--- config.mk ---
export PLATFORM = sky130hd
export DESIGN_NAME = reg_xfer_ctrl
export DESIGN_NICKNAME = d
export VERILOG_FILES = /design/src/rtl/reg_xfer_pkg.sv /design/src/rtl/onehot_dec.sv /design/src/rtl/reg_xfer_ctrl.sv
export SDC_FILE = /design/constraint.sdc
export NUM_CORES = 1
export LEC_CHECK = 0
export ABC_AREA = 1
export BUFFER_PORTS_ARGS = -buffer_cell sky130_fd_sc_hd__buf_4
export CORE_UTILIZATION = 53
export CTS_CLUSTER_DIAMETER = 80
export DETAILED_ROUTE_END_ITERATION = 10
export GPL_TIMING_DRIVEN = 0
export HOLD_SLACK_MARGIN = 0.02
export PLACE_DENSITY = 0.82
export SYNTH_ARGS = -nofsm -noshare
export SYNTH_HDL_FRONTEND = slang
export SYNTH_SLANG_ARGS = --single-unit
--- constraint.sdc ---
create_clock -name clk -period 2.9 [get_ports clk]
set_clock_uncertainty 0.2 [all_clocks]
set_input_delay 0.58 -clock clk [delete_from_list [all_inputs] [get_ports clk]]
set_output_delay 0.58 -clock clk [all_outputs]
set_load 0.02 [all_outputs]
--- src/rtl/reg_xfer_pkg.sv ---
// Shared encodings for the register-transfer controller: opcodes and FSM states.
package reg_xfer_pkg;

  localparam logic [1:0] OP_MOV  = 2'b00;
  localparam logic [1:0] OP_SWAP = 2'b01;
  localparam logic [1:0] OP_CLR  = 2'b10;
  localparam logic [1:0] OP_RSVD = 2'b11;

  typedef enum logic [2:0] {
    S_IDLE  = 3'd0,
    S_XFER1 = 3'd1,
    S_XFER2 = 3'd2,
    S_XFER3 = 3'd3,
    S_FIN   = 3'd4
  } state_t;

endpackage

--- src/rtl/onehot_dec.sv ---
// Gated index-to-one-hot decoder; bits above NUM_REGS-1 are never produced.
module onehot_dec #(
  parameter int IDX_W    = 4,
  parameter int NUM_REGS = 4
) (
  input  logic                en,
  input  logic [IDX_W-1:0]    idx,
  output logic [NUM_REGS-1:0] onehot
);

  for (genvar k = 0; k < NUM_REGS; k++) begin : g_bit
    assign onehot[k] = en && (idx == IDX_W'(k));
  end

endmodule

--- src/rtl/reg_xfer_ctrl.sv ---
// Register-transfer controller: MOV / SWAP (via temp) / CLR over a shared bus,
// with Moore outputs and a busy/done/err handshake to the sequencer.
module reg_xfer_ctrl
  import reg_xfer_pkg::*;
#(
  parameter int NUM_REGS = 4,
  parameter int IDX_W    = 4
) (
  input  logic                clk,
  input  logic                reset,
  input  logic                start,
  input  logic [1:0]          op,
  input  logic [IDX_W-1:0]    ri,
  input  logic [IDX_W-1:0]    rj,
  output logic [NUM_REGS-1:0] reg_write,
  output logic [NUM_REGS-1:0] reg_read,
  output logic                tmp_write,
  output logic                tmp_read,
  output logic                zero_drive,
  output logic                busy,
  output logic                done,
  output logic                err
);

  // One extra bit so NUM_REGS=2**IDX_W still compares correctly.
  localparam logic [IDX_W:0] NREGS = (IDX_W+1)'(NUM_REGS);

  state_t           state_q, state_d;
  logic [1:0]       op_q;
  logic [IDX_W-1:0] ri_q, rj_q;
  logic             err_q, err_d;
  logic             req_bad;

  logic             wr_en, rd_en;
  logic [IDX_W-1:0] wr_idx, rd_idx;

  always_comb begin
    req_bad = (op == OP_RSVD) ||
              ({1'b0, ri} >= NREGS) ||
              ((op != OP_CLR) && ({1'b0, rj} >= NREGS));
  end

  always_ff @(posedge clk or posedge reset) begin
    if (reset) begin
      state_q <= S_IDLE;
      err_q   <= 1'b0;
      op_q    <= OP_MOV;
      ri_q    <= '0;
      rj_q    <= '0;
    end else begin
      state_q <= state_d;
      err_q   <= err_d;
      if (state_q == S_IDLE && start) begin
        op_q <= op;
        ri_q <= ri;
        rj_q <= rj;
      end
    end
  end

  always_comb begin
    state_d = state_q;
    err_d   = err_q;
    unique case (state_q)
      S_IDLE: begin
        if (start) begin
          if (req_bad) begin
            state_d = S_FIN;
            err_d   = 1'b1;
          end else begin
            state_d = S_XFER1;
          end
        end
      end
      S_XFER1: state_d = (op_q == OP_SWAP) ? S_XFER2 : S_FIN;
      S_XFER2: state_d = S_XFER3;
      S_XFER3: state_d = S_FIN;
      S_FIN: begin
        state_d = S_IDLE;
        err_d   = 1'b0;
      end
      default: begin
        state_d = S_IDLE;
        err_d   = 1'b0;
      end
    endcase
  end

  // Output decode depends only on state_q and the latched operands.
  always_comb begin
    wr_en      = 1'b0;
    rd_en      = 1'b0;
    wr_idx     = ri_q;
    rd_idx     = rj_q;
    tmp_write  = 1'b0;
    tmp_read   = 1'b0;
    zero_drive = 1'b0;
    done       = 1'b0;
    err        = 1'b0;
    unique case (state_q)
      S_XFER1: begin
        if (op_q == OP_SWAP) begin
          rd_en     = 1'b1;
          rd_idx    = ri_q;
          tmp_write = 1'b1;
        end else if (op_q == OP_CLR) begin
          zero_drive = 1'b1;
          wr_en      = 1'b1;
        end else begin
          rd_en = 1'b1;
          wr_en = 1'b1;
        end
      end
      S_XFER2: begin
        rd_en = 1'b1;
        wr_en = 1'b1;
      end
      S_XFER3: begin
        tmp_read = 1'b1;
        wr_en    = 1'b1;
        wr_idx   = rj_q;
      end
      S_FIN: begin
        done = 1'b1;
        err  = err_q;
      end
      default: ;
    endcase
  end

  assign busy = (state_q != S_IDLE);

  onehot_dec #(.IDX_W(IDX_W), .NUM_REGS(NUM_REGS)) u_wr_dec (
    .en     (wr_en),
    .idx    (wr_idx),
    .onehot (reg_write)
  );

  onehot_dec #(.IDX_W(IDX_W), .NUM_REGS(NUM_REGS)) u_rd_dec (
    .en     (rd_en),
    .idx    (rd_idx),
    .onehot (reg_read)
  );

endmodule

* After elaboration in Yosys (flattened, before gate mapping) *
Index checks and enable logic that the tools add are counted.

cells by class
  bitwise gates (word level) = 1
  equal/unequal tests = 16
  mux-type cells = 23
  $lt $le $gt $ge = 2
  reductions and logical operators = 19

operators with widths
  operator                                                            count
  == test 4 x 2 -> 1 bit (second input constant)                      4
  two-way mux 1 bit                                                   13
  two-way mux 4 bit                                                   3
  case mux 3 bit (4 select lines)                                     1
  logical AND 1 bit                                                   10
  two-way mux 3 bit                                                   3
  == test 4 x 1 -> 1 bit (second input constant)                      2
  greater-or-equal comparator 4 x 3 -> 1 bit (second input constant)  2
  logical NOT 4 bit                                                   2
  == test 3 x 2 -> 1 bit (second input constant)                      2
  != test 2 bit (second input constant)                               3
  case mux 1 bit (2 select lines)                                     3
  == test 2 bit (second input constant)                               2
  == test 3 x 1 -> 1 bit (second input constant)                      1
  == test 3 bit (second input constant)                               1
  logical NOT 3 bit                                                   1
  AND reduction 3 bit                                                 1
  nonzero test 3 bit                                                  1
  OR reduction 3 bit                                                  1
  == test 2 x 1 -> 1 bit (second input constant)                      1
  logical OR 1 bit                                                    2
  OR reduction 2 bit                                                  1
  inverter 1 bit                                                      1

storage, ports and cells
  bits of input ports = 13
  flip-flop bits (word level) = 14

* Depth between registers and ports, before layout *
  word-level depth = 6
  depth in mapped cells = 8

* By module *
A second synthesis with hierarchy kept.

unflattened totals
  cells, all modules = 125
  area total of the unflattened synthesis = 887.1 um2

by module, submodules not included
  module         area an instance (um2)  sequential area each (um2)  instances  cells an instance
  reg_xfer_ctrl  799.5                   350.3                       1          103
  onehot_dec     43.8                    0.0                         2          11

* Least setup slack after synthesis *
Ideal clock, no wire load.

  path type = register to output
  start = reg state_q[2]
  end = out reg_read[0]
  cell stages (with the launch flop) = 7
  buffers on the path = 0
  arrival time = 1356 ps
  data required time = 2120 ps
  path slack = 764 ps
  cell sequence = dfrtp_1 inv_2 nand3_2 nor2_1 nand2_1 nand2_1 nor3_1

on the way
  cells in the longest elaborated chain, start to end = 4

RTL lines
  element                 line                  source
  start, declared         reg_xfer_ctrl.sv:28   state_t state_q, state_d;
  start signal, assigned  reg_xfer_ctrl.sv:51   state_q <= state_d;
  == test 3 x 1 -> 1 bit  reg_xfer_ctrl.sv:100  unique case (state_q)
  two-way mux 4 bit       reg_xfer_ctrl.sv:100
  logical NOT 4 bit       onehot_dec.sv:12      assign onehot[k] = en && (idx == IDX_W'(k));
  logical AND 1 bit (*)   onehot_dec.sv:12
  end, declared           reg_xfer_ctrl.sv:16   output logic [NUM_REGS-1:0] reg_read,

Every way passes the cells marked *; elsewhere a longest branch is shown, timed or not.

* Worst setup path after layout *
  start = reg state_q[1]
  end = out reg_write[3]

on the way
  cells in the longest elaborated chain, start to end = 4

RTL lines
  element                                                                    line                                    source
  == test 3 x 2 -> 1 bit                                                     reg_xfer_ctrl.sv:100
  two-way mux 4 bit or OR reduction 2 bit (tied branches)                    -
  == test 4 x 2 -> 1 bit or case mux 1 bit (2 select lines) (tied branches)  onehot_dec.sv:12, reg_xfer_ctrl.sv:100
  logical AND 1 bit (*)                                                      onehot_dec.sv:12
  end, declared                                                              reg_xfer_ctrl.sv:15                     output logic [NUM_REGS-1:0] reg_write,

Marked as above.

==> flow_summary.json <==
{
  "setup_total_negative_slack_ns": 0,
  "detailedRoute.firstPassIterationCount": 4,
  "initial_core_utilization_pct": 57.55,
  "critical_path_peak_fanout": 5,
  "fp.dieH_um": 42.68,
  "clock_tree.htree_level_count": 1,
  "routed_via_density": 5.243,
  "syn_avg_cell_area_um2": 6.695,
  "synth_top_area_share_pct": 39.94,
  "antenna_violations_before_repair": 0,
  "design.core.area_um2": 1524,
  "worst_ep_arrival_time_ns": 1.65,
  "setup.worst_path.end_class": "output pin",
  "drt_iter0_drc": 24,
  "via_count_of_the_first_global_routing_pass": 912,
  "grt_start_max_net_pins": 15,
  "netlist_top_cells_area": "sky130_fd_sc_hd__dfrtp_1 40%, sky130_fd_sc_hd__nand2_1 22%, sky130_fd_sc_hd__nor2_1 6.4%, sky130_fd_sc_hd__inv_1 6.0%, sky130_fd_sc_hd__nand3_2 3.4%",
  "insertedDiodeCount": 0,
  "synth.distinct_cells": 18,
  "startpoint_type_of_the_worst_setup_path": "flop",
  "cp.required_ns": 2.12,
  "grt-ovfl-total": 0,
  "die_outline_width_um": 42.68,
  "number_of_buffers_added_by_the_clock_tree_synthesis_step": 3,
  "finalWorstSetupSlack_ns": 0.4669,
  "dieArea_um2": 1822,
  "wire_length_of_the_first_global_routing_pass_mm": 3.512,
  "net_count_of_the_finished_layout": 175,
  "grt_setup_unrepaired": "false",
  "routed-via-count": 928,
  "cts_max_path_buffers": 2,
  "synth_fp_nets": 144,
  "synth.yosys.seq_area_share_pct": 39.94,
  "clkSlewWorstSetupHoldPaths_ns": 0.08,
  "fraction_of_layout_cells_with_a_size_suffix_above_1_pct": 28.57,
  "port-buffer-count": 26,
  "clkLatencyLatePin_ns": 0.27,
  "ir_worst_vdd_mv": 0.6230,
  "finalCritPeriodShare_pct": 83.90,
  "setup_viol": 0,
  "min-delay-path-class": "primary input to async pin",
  "maxSlewViolCount": 0,
  "critPathKind": "flop to output pin",
  "drt_drc_violations_left": 0,
  "final_core_util_pct": 74.06,
  "cts_tree": "yes",
  "tritoncts_num_sinks": 14,
  "outcome": "completed",
  "tightestPinTransition_ns": 0.5163,
  "io_pins": 27,
  "syn_inst": 131,
  "core.rowCount": 14,
  "post_synth_instance_area_um2": 877.1,
  "period_needed_ns": 2.433,
  "max_clock_freq_mhz": 411.0,
  "max_capacitance_violation_count": 0,
  "wl_per_cell_um": 11.03,
  "fillerInstances": 123,
  "leakagePower_uw": 0.0006160,
  "ys_seq_elements": 14,
  "place_hpwl_mm": 1.635,
  "clock-root-buffer": "sky130_fd_sc_hd__clkbuf_4",
  "slew-limit-headroom_pct": 65.54,
  "cts_hold_buffers": 0,
  "finalHoldViolCount": 0,
  "final_weighted_congestion_in_routability_driven_placement": 0.8137,
  "worst_hold_slack_ns": 0.1383,
  "drt_wl_total_mm": 1.953,
  "power_density_nw_per_um2": 835.0,
  "finalPower_uw": 942.4,
  "yosys_warnings": 0,
  "grt_util_all_layers_pct": 25.05,
  "preCtsSetupSlack_ns": 0.7769,
  "synthToLayoutAreaGrowth_pct": 28.67,
  "cts_setup_buffers": 0,
  "synth_area_leader_cell": "sky130_fd_sc_hd__dfrtp_1",
  "ant_nets": 0,
  "cts_resized": 0
}
==> area by class of cell <==
cell class | instances | area [um2] | share of cell area (%)
Timing Repair Buffer | 26 | 195.2 | 17.29
Clock buffer | 4 | 36.28 | 3.215
Inverter | 17 | 63.81 | 5.654
Sequential cell | 14 | 350.3 | 31.04
Tap cell | 16 | 20.02 | 1.774
Multi-Input combinational cell | 99 | 451.7 | 40.02
Buffer | 1 | 11.26 | 0.9978
==> cell usage in the layout, fill, tap and decap left out, drive strengths merged <==
master  count
a21oi       3
buf        27
clkbuf      4
dfrtp      14
inv        17
nand2      53
nand3       7
nor2       19
nor3        5
nor4        1
o21ai       7
o22ai       1
or2         3
==> critical path: stages, from the launching register on <==
cell	delay (ns)
sky130_fd_sc_hd__dfrtp_1	0.44
sky130_fd_sc_hd__inv_2	0.15
sky130_fd_sc_hd__nand3_2	0.15
sky130_fd_sc_hd__nor2_1	0.17
sky130_fd_sc_hd__nor2_1	0.07
sky130_fd_sc_hd__nor2_2	0.10
sky130_fd_sc_hd__nand2_1	0.08
sky130_fd_sc_hd__nor2_1	0.09
sky130_fd_sc_hd__buf_4	0.14
==> kinds of logic (layout without fill, tap and decap cells) <==
kind of cell    Yosys count  after routing  synth area share (%)
flops                    14             14                 39.94
buf+inv                  18             48                 8.559
simple gates             88             88                 45.08
compound gates           11             11                 6.419
==> sequential cells by signal, indices dropped and copies added (netlist names) <==
| signal | cells |
|---|---|
| ri_q | 4 |
| err_q | 1 |
| rj_q | 4 |
| op_q | 2 |
| state_q | 3 |
==> worst paths after layout <==
path | from | endpoint | slack, ns | cells after the start
max | state_q[1]$_DFFE_PP0P_ | reg_write[3] | 0.47 | 8
min | reset | rj_q[0]$_DFFE_PP0P_ | 0.14 | 2
max reg2reg | state_q[0]$_DFFE_PP0P_ | err_q$_DFFE_PP0P_ | 1.38 | 5
min reg2reg | ri_q[2]$_DFFE_PP0P_ | ri_q[2]$_DFFE_PP0P_ | 0.27 | 2
max in group asynchronous | reset | op_q[0]$_DFFE_PP0P_ | 2.02 | 2
min in group clk | ri_q[2]$_DFFE_PP0P_ | ri_q[2]$_DFFE_PP0P_ | 0.27 | 2
==> synthesized netlist by cell type, drive strengths merged <==
cell type and count:
a21oi 3, dfrtp 14, nor3 5, nor2 19, inv 17, nand3 7
o22ai 1, buf 1, o21ai 7, nand2 53, nor4 1, or2 3
==> stage by stage <==
| step | cell area, um2 | std cells |
|---|---|---|
| global placement | 1092 | 173 |
| detailed placement | 1092 | 173 |
| finish | 1129 | 177 |
| floorplan | 877.1 | 131 |
| CTS | 1129 | 177 |
| global route | 1129 | 177 |
==> layer usage <==
layer / up-vias / track usage [%] / share of wire [%]
met3: 4 / 1.702 / 4.4
met1: 430 / 29.86 / 42
met2: 30 / 46.06 / 53
met5: - / 0 / 0
met4: 0 / 10.00 / 0.72
li1: 464 / - / -
==> report_power, final <==
part	switching (uW)	internal [uW]	total (uW)
Clock	60.9	76.2	137
Sequential	64.2	280	344
Combinational	295	166	461
Total	420	522	942
Note: power is estimated with default switching activity, not from simulation.
